==> src/rtl/irq_sched_ctrl.sv <==
// irq_sched_ctrl: interrupt scheduler between peripheral request lines and the CPU.
// Captures rising edges as pending bits and picks the lowest-index enabled pending line.
// Runs a request / acknowledge / end-of-interrupt handshake with the CPU.
// Optional feature macro: IRQC_WDOG_EN adds a service-timeout watchdog with a sticky wdog_err flag.
module irq_sched_ctrl #(
  parameter int NUM_IRQ     = 8,
  parameter int VEC_W       = 3,
  parameter int WDOG_CYCLES = 1024
) (
  input  logic               clk,
  input  logic               rst,
  input  logic [NUM_IRQ-1:0] irq_lines,
  input  logic [NUM_IRQ-1:0] irq_en,
  input  logic               irq_dis,
  input  logic               irq_ack,
  input  logic               eoi,
  output logic               cpu_irq,
  output logic [VEC_W-1:0]   irq_vec,
  output logic [NUM_IRQ-1:0] pending,
  output logic               in_service,
  output logic               wdog_err
);

  typedef enum logic [1:0] {
    IDLE    = 2'd0,
    REQ     = 2'd1,
    SERVICE = 2'd2
  } state_t;

  // Reject configurations where the vector cannot encode every line or the timeout is degenerate
  if (NUM_IRQ > (1 << VEC_W) || WDOG_CYCLES < 2) begin : g_cfg_check
    $error("irq_sched_ctrl: invalid NUM_IRQ/VEC_W/WDOG_CYCLES configuration");
  end

  state_t             state, state_n;
  logic [NUM_IRQ-1:0] line_q;
  logic [NUM_IRQ-1:0] rise;
  logic [NUM_IRQ-1:0] ready;
  logic [NUM_IRQ-1:0] pending_n;
  logic [VEC_W-1:0]   sel;
  logic [VEC_W-1:0]   vec_n;
  logic               cpu_irq_n;
  logic               in_service_n;
  logic               withdraw;

  assign rise     = irq_lines & ~line_q;
  assign ready    = pending & irq_en;
  assign withdraw = irq_dis | ~irq_en[irq_vec];

`ifdef IRQC_WDOG_EN
  localparam int CNT_W = $clog2(WDOG_CYCLES);
  localparam logic [CNT_W-1:0] CNT_MAX = CNT_W'(WDOG_CYCLES - 1);

  logic [CNT_W-1:0] wdog_cnt;
  logic             wdog_err_n;

  // Service timer: held at zero outside SERVICE so it restarts on every entry
  always_ff @(posedge clk) begin
    if (rst || state != SERVICE) wdog_cnt <= '0;
    else                         wdog_cnt <= wdog_cnt + 1'b1;
  end
`else
  assign wdog_err = 1'b0;
`endif

  // Fixed priority encoder: the lowest-index enabled pending line wins
  always_comb begin
    sel = '0;
    for (int i = NUM_IRQ - 1; i >= 0; i--) begin
      if (ready[i]) sel = VEC_W'(i);
    end
  end

  // Next-state and next-output logic of the handshake FSM, plus pending bookkeeping
  always_comb begin
    state_n      = state;
    vec_n        = irq_vec;
    cpu_irq_n    = cpu_irq;
    in_service_n = in_service;
    pending_n    = pending;
`ifdef IRQC_WDOG_EN
    wdog_err_n   = wdog_err;
`endif
    case (state)
      IDLE: begin
        if (!irq_dis && |ready) begin
          vec_n     = sel;
          cpu_irq_n = 1'b1;
          state_n   = REQ;
        end
      end
      REQ: begin
        if (withdraw) begin
          cpu_irq_n = 1'b0;
          state_n   = IDLE;
        end else if (irq_ack) begin
          pending_n[irq_vec] = 1'b0;
          cpu_irq_n          = 1'b0;
          in_service_n       = 1'b1;
          state_n            = SERVICE;
        end
      end
      SERVICE: begin
        if (eoi) begin
          in_service_n = 1'b0;
          state_n      = IDLE;
        end
`ifdef IRQC_WDOG_EN
        else if (wdog_cnt == CNT_MAX) begin
          in_service_n = 1'b0;
          wdog_err_n   = 1'b1;
          state_n      = IDLE;
        end
`endif
      end
      default: begin
        cpu_irq_n    = 1'b0;
        in_service_n = 1'b0;
        state_n      = IDLE;
      end
    endcase
    // A fresh edge on the line being acknowledged re-arms it, so set is applied last
    pending_n = pending_n | rise;
  end

  // State register and registered outputs, all cleared by reset
  always_ff @(posedge clk) begin
    if (rst) begin
      state      <= IDLE;
      line_q     <= '0;
      pending    <= '0;
      irq_vec    <= '0;
      cpu_irq    <= 1'b0;
      in_service <= 1'b0;
`ifdef IRQC_WDOG_EN
      wdog_err   <= 1'b0;
`endif
    end else begin
      state      <= state_n;
      line_q     <= irq_lines;
      pending    <= pending_n;
      irq_vec    <= vec_n;
      cpu_irq    <= cpu_irq_n;
      in_service <= in_service_n;
`ifdef IRQC_WDOG_EN
      wdog_err   <= wdog_err_n;
`endif
    end
  end

endmodule

==> config.mk <==
export PLATFORM = sky130hd
export DESIGN_NAME = irq_sched_ctrl
export DESIGN_NICKNAME = d
export VERILOG_FILES = /design/src/rtl/irq_sched_ctrl.sv
export SDC_FILE = /design/constraint.sdc
export NUM_CORES = 1
export LEC_CHECK = 0
export BUFFER_PORTS_ARGS = -buffer_cell sky130_fd_sc_hd__buf_2
export CAP_MARGIN = 20
export CORE_MARGIN = 2
export CORE_UTILIZATION = 40
export CTS_CLUSTER_DIAMETER = 60
export DETAILED_ROUTE_END_ITERATION = 8
export GPL_TIMING_DRIVEN = 0
export PLACE_DENSITY = 0.69
export SLEW_MARGIN = 20
export SYNTH_ARGS = -nofsm -noshare
export SYNTH_HDL_FRONTEND = slang
export SYNTH_SLANG_ARGS = --single-unit
==> constraint.sdc <==
create_clock -name clk -period 3.5 [get_ports clk]
set_input_delay 0.175 -clock clk [delete_from_list [all_inputs] [get_ports clk]]
set_output_delay 0.175 -clock clk [all_outputs]
set_load 0.05 [all_outputs]
Word-level counts from Yosys, hierarchy flattened
Cells that the tools add are included.
Storage, ports and cells
  logic and storage cells: 62
  register bits: 23
Operators by class
  multiplexer cells: 28
  equal/unequal tests: 7
  reductions and logical operators: 9
  $lt $le $gt $ge: 2
  bitwise gates (word level): 10
Operators by type and width (number)
  $and A8 B8 Y8: 3
  $mux W3: 8
  $mux W8: 3
  $not A8 Y8: 2
  $mux W1: 8
  $mux W2: 4
  $ne A2 B2 Y1 const B: 4
  $or A8 B8 Y8: 1
  $reduce_or A8 Y1: 1
  $pmux W1 S3: 2
  $pmux W2 S3: 1
  $reduce_and A3 Y1: 2
  $lt A3 B4 Y1 const B: 1
  $reduce_and A4 Y1: 1
  $bmux W1 S3: 1
  $demux W1 S3: 1
  $ge A3 B1 Y1 const B: 1
  $ne A3 B3 Y1 const B: 1
  $not A1 Y1: 3
  $eq A2 B1 Y1 const B: 1
  $eq A2 B2 Y1 const B: 1
  $logic_and A1 B1 Y1: 2
  $logic_not A2 Y1: 1
  $reduce_and A2 Y1: 1
  2 further kinds: 2

Longest topological paths before layout
Gate-level depths: netlist (run 1).
  depth after elaboration: 10
  gate-level depth with buffers: 5

Least setup slack after synthesis (run 1)
No wires, ideal clock.
  path type: register to register
  start point: register irq_vec[0]
  end point: register state[1]
  data required time: 3372 ps
  stages on the path, launching flop included: 6
  arrival: 1428 ps
  path slack: 1944 ps
  path buffers: 1
  cells stage by stage: dfxtp_1 -> buf_6 -> mux2i_1 -> a22oi_4 -> a32oi_1 -> nor2_1
On the way
  word-level cells in the longest chain between the ends: 6
  elaborated cells between the ends (all ways): 8
  those cells by class: 1 x eq/ne; 4 x mux; 2 x bitwise; 1 x reduce/logical
Ends and longest elaborated chain
  start, declared: RTL line 18  | output logic [VEC_W-1:0] irq_vec,
  start signal, assigned: RTL line 142  | irq_vec <= vec_n;
  $bmux W1 S3 *: RTL line 48  | assign withdraw = irq_dis | ~irq_en[irq_vec];
  $mux W1 (implied by the code) *: RTL line 48
  $not A1 Y1 *: RTL line 48
  $or A1 B1 Y1 *: RTL line 48
  $ne A3 B3 Y1 (no source line) / $mux W2 (equally long branches)
  $reduce_and A3 Y1 (no source line) / $pmux W2 S3 (equally long branches)
  end signal, assigned: RTL line 139  | state <= state_n;
  end, declared: RTL line 35  | state_t state, state_n;
Every way passes the cells marked *; elsewhere a longest branch is shown, timed or not. The select of a mux whose other input is x is not followed.
A chain may end at the register's enable or synchronous reset.

Final worst setup path (run 1)
  start point: register pending[3]
  end point: register irq_vec[0]
On the way
  word-level cells in the longest chain between the ends: 5
  elaborated cells between the ends (all ways): 8
  those cells by class: 4 x mux; 1 x bitwise; 3 x reduce/logical
Ends and longest elaborated chain
  start, declared: RTL line 19  | output logic [NUM_IRQ-1:0] pending,
  start signal, assigned: RTL line 141  | pending <= pending_n;
  $and A8 B8 Y8 *: RTL line 47  | assign ready = pending & irq_en;
  $mux W3 (4 in series): RTL line 70  | if (ready[i]) sel = VEC_W'(i);
Every way passes the cells marked *; elsewhere a longest branch is shown, timed or not.

==> results of run 1 <==
power by group through the flow:
stage	logic (mW)	registers (mW)	clock network [mW]
6_report	0.149	0.295	0.123
5_1_grt	0.161	0.297	0.139
4_1_cts	0.149	0.295	0.128
3_5_place_dp	0.149	0.301	0
3_3_place_gp	0.146	0.300	0
2_1_floorplan	0.0665	0.339	0
cell families (layout without fill, tap and decap cells):
| logic type | count (synthesis) | count (layout) | share of synthesized area |
|---|---|---|---|
| AND/OR/NAND/NOR | 55 | 55 | 0.291 |
| multiplexers | 4 | 4 | 0.0374 |
| AO/OA/AOI/OAI | 28 | 28 | 0.195 |
| buffers and inverters | 6 | 43 | 0.0421 |
| other | 1 | 1 | 0.00351 |
| flip-flops | 23 | 23 | 0.430 |
worst reg2reg max path: stages (launching register included):
cell,delay [ps]
dfxtp_1,360
a22oi_1,350
nand4_1,220
a211o_1,330
o41ai_1,60
per-stage QoR:
stage	power, mW	util	instance area [sq um]	instances	hold slack, ps
6_report	0.567	0.520	1300	184	72.5
5_1_grt	0.597	0.520	1300	184	66.1
4_1_cts	0.572	0.520	1300	184	70.3
3_5_place_dp	0.450	0.509	1270	180	405
3_3_place_gp	0.446	0.509	1270	180	395
2_1_floorplan	0.406	-	1070	117	247
cell type report:
class	count	share of cell area
Buffer	5	0.0318
Clock buffer	4	0.0202
Inverter	1	0.00289
Multi-Input combinational cell	88	0.434
Sequential cell	23	0.355
Tap cell	30	0.0289
Timing Repair Buffer	33	0.127
cells in the mapped netlist (all sizes together):
library cell,instances,share of area
a211o,1,0.0082
a211oi,3,0.021
a21oi,12,0.056
a222oi,1,0.0094
a22oi,6,0.060
a31oi,1,0.0059
a32o,2,0.019
a32oi,1,0.0082
and2,1,0.0070
and2b,1,0.0070
and4bb,1,0.012
buf,4,0.035
clkbuf,1,0.0035
conb,1,0.0035
dfxtp,23,0.43
inv,1,0.0035
mux2i,4,0.037
nand2,8,0.028
nand2b,1,0.0059
nand3,1,0.0047
nand4,10,0.058
nor2,11,0.039
nor2b,18,0.11
nor3,3,0.025
o41ai,1,0.0082
metal layers:
metal  routed length [um]  share of wire  GRT usage
met3                  102          0.043     0.0279
met1                 1040           0.44      0.192
met5                    0              0          0
met2                 1160           0.49      0.272
met4                   61          0.026      0.111
state kept, by name, summed over array words and instances, names as in the netlist:
register and count:
line_q 8, pending 8, irq_vec 3, state 2, cpu_irq 1, in_service 1
worst max-delay path by stage:
stage	slack [ps]	cells after the start	from	end
after CTS	2070	4	pending[3]$_SDFF_PP0_	irq_vec[0]$_SDFFE_PP0P_
after floorplan	1940	5	irq_vec[0]$_SDFFE_PP0P_	state[1]$_SDFFE_PP0P_
after detailed placement	2100	4	pending[3]$_SDFF_PP0_	irq_vec[0]$_SDFFE_PP0P_
after global routing	1920	4	pending[3]$_SDFF_PP0_	irq_vec[0]$_SDFFE_PP0P_
final	2080	4	pending[3]$_SDFF_PP0_	irq_vec[0]$_SDFFE_PP0P_
after global placement	2120	4	pending[3]$_SDFF_PP0_	irq_vec[0]$_SDFFE_PP0P_
==> results.toml, run 1 <==
[timing]
fin_tns_setup_ps = 0
rsz0062_at_grt = "no"
hold_violations = 0
fin_crit_ps = 1420
slew_viol_final = 0
max_freq_ghz = 0.703
setup_viol = 0
skew_ps = 2.75
fin_crit_sh = 0.406
fin_ws_ps = 2080

[global_routing]
grt_pass1_wl_um = 4060
grt.overflow.total = 0
grt_usage = 0.164
grt_pass1_vias = 966
antenna_found_initial = 0
grt_max_degree = 13

[floorplanning]
row_count = 18
die_width_um = 55.7
start_util = 0.428
core_sq_um = 2500
die_y_um = 55.7
die_area_sq_um = 3100
ioPinCount = 35

[clocking]
cts.root.buffer_cell = "clkbuf_4"
clk_pin_slew_ps = 120
cts_tree = "built"
post_cts_buffers = 0
cts_hold_buffers = 0
cts_buffers = 3
cts_max_level = 1
clk_path_buf_depth = 2
clkLatencyLatePin_ps = 320
clock_sinks = 23
cts.repair.resized = 0

[min_path]
holdPathStages = 2
holdCritPathClass = "in -> reg"
min_from = "irq_lines[2]"
worstHoldEndpoint = "line_q[2]$_SDFF_PP0_"

[setup_path]
path_class = "reg -> reg"
cp-end-kind = "flop"
worst_path_max_delay_cell = "dfxtp_1"
crit_chain = "a22oi_1, nand4_1, a211o_1, o41ai_1"
critPathTopFamily = "compound AO/OA/AOI/OAI gates"
start_kind = "flop"
timing.rr.end = "irq_vec[0]$_SDFFE_PP0P_"
cp_data_arrival_time_ps = 1640
ff2ff_path_depth = 4
crit_fanout = 4
cpPeakStageDelay_ps = 360
path_buf_inv = 0
r2r_setup_slack_ps = 2080
rr_startpoint = "pending[3]$_SDFF_PP0_"
worst-endpoint-required_ps = 3720

[placed_design]
hpwl_um = 1850
post-place-ws_ps = 2100
io_buffer_count = 33
place.gp.congestion = 0.848

[synthesis]
syn-num-nets = 138
yosysWarnings = 0
synth-seq-cells = 23
synth-seq-area-share = 0.430
netlist_instances = 117
netlist-cell-type-count = 29
postSynthAreaPerCell_sq_um = 9.14
syn_area_sq_um = 1070

[route]
wl_um = 2370
vias = 1015
drt-vias-per-instance = 5.52
drtAntennaViolNets = 0
drc = 0
initialDrtViolationCount = 19
wl_per_cell_um = 12.9
dr.pass1.iters = 4

[power_and_ir_drop]
leakage_nw = 0.560
p_sw_frac = 0.338
p_seq_frac = 0.521
comb_power_share = 0.262
pwr-share-clk = 0.217
powerDensity_nw_per_um2 = 436
peakVddDrop_v = 0.000270
switchingPower_mw = 0.192
p_int_mw = 0.375

[finish]
layout.nets = 176
final_common_cell = "buf_2"
mostFrequentLayoutCells = "33 x buf_2, 23 x dfxtp_1, 18 x nor2b_1"
antenna-diode-count = 0
fillers = 258
regArea_sq_um = 460
drive_gt1_frac = 0.292
multi_input_area_sq_um = 564
syn2layout_area_growth_pct = 21.4

[flow_run]
max_cap_viol_count = 0

[status]
status = "finished, final reports clean"
(Power assumes the default switching activity.)
==> inputs of run 2 (changes only) <==
- PLACE_DENSITY: 0.69 -> 0.71
- clock period: 3.5 -> 1.1 ns (I/O delays scaled with it)
==> run 2 against run 1 <==
The run now ends with negative setup slack left. Utilization up 15 points. Critical path depth up 1. Count of clock-buffer cells in the layout unchanged. Setup slack worse by 2200 ps. Combinational power rose to 4.3 times the previous value. Clock power rose to 3.1 times the previous value. Routed wire length up 31%. Non-clock buffer count up 21. Die area unchanged. Via count up 14%. Maximum frequency up 13%. Highest routed layer unchanged.
==> results.toml, run 2 (synthesized netlist as in run 1, its figures left out) <==
[timing]
fin_crit_sh = 1.14
slew_viol_final = 0
setup_viol = 15
rsz0062_at_grt = "yes"
skew_ps = 0.956
tightest_slew_ps = 504
fin_crit_ps = 1260
relSlewSlack = 0.664
hold_ws_ps = 54.1
fin_ws_ps = -157
max_freq_ghz = 0.795
hold_violations = 0

[floorplanning]
start_util = 0.428
row_count = 18
die_width_um = 55.7
core_sq_um = 2500
ioPinCount = 35
die_area_sq_um = 3100
die_y_um = 55.7

[clocking]
cts.root.buffer_cell = "clkbuf_4"
clock_sinks = 23
clk_pin_slew_ps = 120
cts_max_level = 1
cts_buffers = 3
cts_tree = "built"
clk_path_buf_depth = 2
clkLatencyLatePin_ps = 310

[status]
failed_checks = "negative setup slack"
status = "finished, violations left"

[placed_design]
hpwl_um = 2000
post-place-ws_ps = -175
io_buffer_count = 33
place.gp.congestion = 0.812
placed_area_sq_um = 1350

[finish]
antenna-diode-count = 0
drive_gt1_frac = 0.526
reg_top3 = "line_q x8, pending x8, irq_vec x3"
final_common_cell = "buf_2"
syn2layout_area_growth_pct = 55.3
fin_util = 0.665
stdcell_area_sq_um = 1660
layout.nets = 197
mostFrequentLayoutCells = "28 x buf_2, 17 x nor2b_1, 14 x buf_4"

[power_and_ir_drop]
powerDensity_nw_per_um2 = 1190
leakage_nw = 0.693
finalPower_mw = 1.98
peakVddDrop_v = 0.000878

[route]
drt-vias-per-instance = 5.67
initialDrtViolationCount = 20
wl_per_cell_um = 15.1
drtAntennaViolNets = 0
dr.pass1.iters = 4
vias = 1162
drc = 0
wl_um = 3100

[flow_run]
max_cap_viol_count = 0

[setup_path]
worst-endpoint-required_ps = 1310
cp_data_arrival_time_ps = 1470
cp-end-kind = "flop"
crit_fanout = 3
r2r_setup_slack_ps = -160
path_class = "reg -> reg"
start_kind = "flop"

[min_path]
holdCritPathClass = "in -> reg"

[global_routing]
grt_pass1_wl_um = 4930
grt_usage = 0.201
grtUsageMet2 = 0.355
use_met1 = 0.234
top_usage_layer = "met2"
grt.overflow.total = 0
antenna_found_initial = 0
grt_pass1_vias = 1106
grt_max_degree = 13
grt_use_met3 = 0.0419
-- run 2: cell count changes in the layout (fill, tap and decap cells not counted), moves of 5 or more --
cell,change
a21oi_2,+6
dfxtp_1,-13
a21oi_1,-6
dlygate4sd3_1,+9
buf_2,-5
dfxtp_4,+12
buf_4,+12
-- run 2: layout make-up --
type,count,area (sq um)
clock buffers,4,26.3
repair buffers,55,374
plain buffers,4,33.8
fillers,195,838
well taps,30,37.5
inverters,1,3.75
multi-input cells,88,679
flip-flops and latches,23,507
-- run 2: power by group --
group          leakage, nW  switching, mW  internal, mW
clock network       0.0150          0.245         0.142
registers            0.199         0.0639         0.886
logic                0.480          0.375         0.271
total                0.693          0.683          1.30
-- run 2: per-layer routing --
metal  wire (um)  part of all wire  vias to the layer above
li1            -                 -                      545
met1        1220              0.39                      538
met2        1530              0.49                       62
met3         228             0.074                       17
met4         114             0.037                        0
met5           0                 0                        -
-- run 2: final timing paths --
path	from	endpoint	depth (start not counted)
worst min-delay path	eoi	in_service$_SDFFE_PP0P_	4
worst min register to register	state[0]$_SDFFE_PP0P_	cpu_irq$_SDFFE_PP0P_	1
worst max-delay path	pending[1]$_SDFF_PP0_	irq_vec[0]$_SDFFE_PP0P_	5
worst max register to register	pending[1]$_SDFF_PP0_	irq_vec[0]$_SDFFE_PP0P_	5
-- run 2: worst max-delay path, cell delays in order, from the launching register on --
cell and delay, ps:
dfxtp_4 380, a22oi_2 90, nand4_1 150, buf_4 160
nand2_4 60, o41ai_2 330
-- run 2: through the flow --
stage	cells	setup TNS, ps
CTS	201	-1420
global route	205	-2300
finish	205	-1540
detailed placement	180	-1870
global placement	180	-1520
floorplan	117	-1060
-- run 2: repair_timing --
| item | CTS | global route |
|---|---|---|
| hold buffers | 9 | 0 |
| endpoints found under the setup margin | 14 | 18 |
| endpoints found under the hold margin | 8 | 0 |
| resized for setup | 16 | 17 |
| setup buffers | 9 | 4 |
| pin swaps | 24 | 19 |
==> inputs of run 3 (changes only) <==
- SKIP_LAST_GASP: not set -> 1
==> run 3 against run 2 <==
The run still ends with negative setup slack left. Combinational power about the same. Sequential power about the same. Setup slack improved by 4.3 ps. Routed wire length decreased by 3.8%. Sequential share of layout area decreased by 0.23 points. Critical endpoint unchanged. Largest cell class unchanged.
==> results.toml, run 3 (synthesized netlist as in run 1, its figures left out) <==
[timing]
hold_ws_ps = 57.6
fin_crit_ps = 1250
fin_crit_sh = 1.14
max_freq_ghz = 0.798
rsz0062_at_grt = "yes"
fin_tns_setup_ps = -1550
slew_viol_final = 0
hold_violations = 0
fin_ws_ps = -153
skew_ps = 5.19
setup_viol = 15

[route]
drtAntennaViolNets = 0
wl_um = 2980
wl_per_cell_um = 14.4
vias = 1135
drc = 0
initialDrtViolationCount = 28
dr.pass1.iters = 4
drt-vias-per-instance = 5.48

[placed_design]
placed_cells = 180
place.gp.congestion = 0.812
hpwl_um = 2000
io_buffer_count = 33

[power_and_ir_drop]
pwr-share-clk = 0.195
powerDensity_nw_per_um2 = 1180
p_int_mw = 1.30
comb_power_share = 0.327
p_seq_frac = 0.478
p_sw_frac = 0.342
switchingPower_mw = 0.677
peakVddDrop_v = 0.000868
leakage_nw = 0.699
finalPower_mw = 1.98

[setup_path]
start_kind = "flop"
path_buf_inv = 1
crit_fanout = 3
critPathTopFamily = "compound AO/OA/AOI/OAI gates"
r2r_setup_slack_ps = -150
path_class = "reg -> reg"
cp_data_arrival_time_ps = 1460
cp-end-kind = "flop"
cpPeakStageDelay_ps = 380
rr_startpoint = "pending[1]$_SDFF_PP0_"
crit_chain = "a22oi_2, nand4_1, buf_4, nand2_4, o41ai_2"
worst_path_max_delay_cell = "dfxtp_4"
crit_start = "pending[1]$_SDFF_PP0_"
worst-endpoint-required_ps = 1310

[finish]
fillers = 190
fin_util = 0.670
antenna-diode-count = 0
layout.nets = 199
drive_gt1_frac = 0.531
final_common_cell = "buf_2"
reg_top3 = "line_q x8, pending x8, irq_vec x3"
mostFrequentLayoutCells = "29 x buf_2, 17 x nor2b_1, 15 x buf_4"
syn2layout_area_growth_pct = 56.5
fin_cells = 207

[status]
failed_checks = "negative setup slack"
status = "finished, violations left"

[min_path]
holdCritPathClass = "in -> reg"
min_from = "irq_dis"

[global_routing]
grt_usage = 0.201
antenna_found_initial = 0
grt_pass1_wl_um = 4920
grt_pass1_vias = 1101
grt.overflow.total = 0
grt_max_degree = 13

[clocking]
cts_max_level = 1
cts_buffers = 3
cts_tree = "built"
clkLatencyLatePin_ps = 300
clk_pin_slew_ps = 120
cts.root.buffer_cell = "clkbuf_4"
clock_sinks = 23
clk_path_buf_depth = 2

[floorplanning]
die_y_um = 55.7
ioPinCount = 35
row_count = 18
core_sq_um = 2500
start_util = 0.428
die_area_sq_um = 3100
die_width_um = 55.7

[flow_run]
max_cap_viol_count = 0
==> run 3: power by group through the flow <==
stage | registers (mW) | clock network, mW | logic [mW]
2_1_floorplan | 1.08 | 0 | 0.226
3_3_place_gp | 0.958 | 0 | 0.484
3_5_place_dp | 0.962 | 0 | 0.495
4_1_cts | 0.949 | 0.395 | 0.573
5_1_grt | 0.957 | 0.432 | 0.691
6_report | 0.947 | 0.386 | 0.649
==> run 3: final timing paths <==
path                                                 to  cells past startpoint
worst min register to register     cpu_irq$_SDFFE_PP0P_                      1
worst min-delay path              state[0]$_SDFFE_PP0P_                      4
worst max register to register  irq_vec[0]$_SDFFE_PP0P_                      5
worst max-delay path            irq_vec[0]$_SDFFE_PP0P_                      5
==> run 3: per-stage QoR <==
stage | setup WS, ps | area, sq um
after floorplan | -172 | 1150
after global placement | -144 | 1350
after detailed placement | -175 | 1350
after CTS | -142 | 1580
after global routing | -190 | 1670
final | -153 | 1670
==> run 3: per-layer routing <==
layer | vias up | wire length (um) | GRT usage
li1 | 548 | - | -
met1 | 533 | 1210 | 0.234
met2 | 46 | 1520 | 0.354
met3 | 8 | 182 | 0.0419
met4 | 0 | 60 | 0.0836
met5 | - | 0 | 0
==> run 3: worst reg2reg max path, cell delays in order (launching register included) <==
cell and delay [ps]:
dfxtp_4 380, a22oi_2 90, nand4_1 150, buf_4 160, nand2_4 50, o41ai_2 330
==> run 3: layout make-up <==
| class | count | area [sq um] | share of cell area |
|---|---|---|---|
| Timing Repair Buffer | 57 | 397 | 0.237 |
| Tap cell | 30 | 37.5 | 0.0224 |
| Multi-Input combinational cell | 88 | 669 | 0.400 |
| Sequential cell | 23 | 507 | 0.303 |
| Buffer | 4 | 33.8 | 0.0202 |
| Clock buffer | 4 | 26.3 | 0.0157 |
| Inverter | 1 | 3.75 | 0.00224 |
==> run 3: what timing repair did <==
action,CTS,global route
hold buffers,9,0
endpoints found under the setup margin,14,19
setup buffers,9,6
gates resized for setup,14,20
hold endpoints to repair,8,0
pin swaps,17,19
cloned,0,0
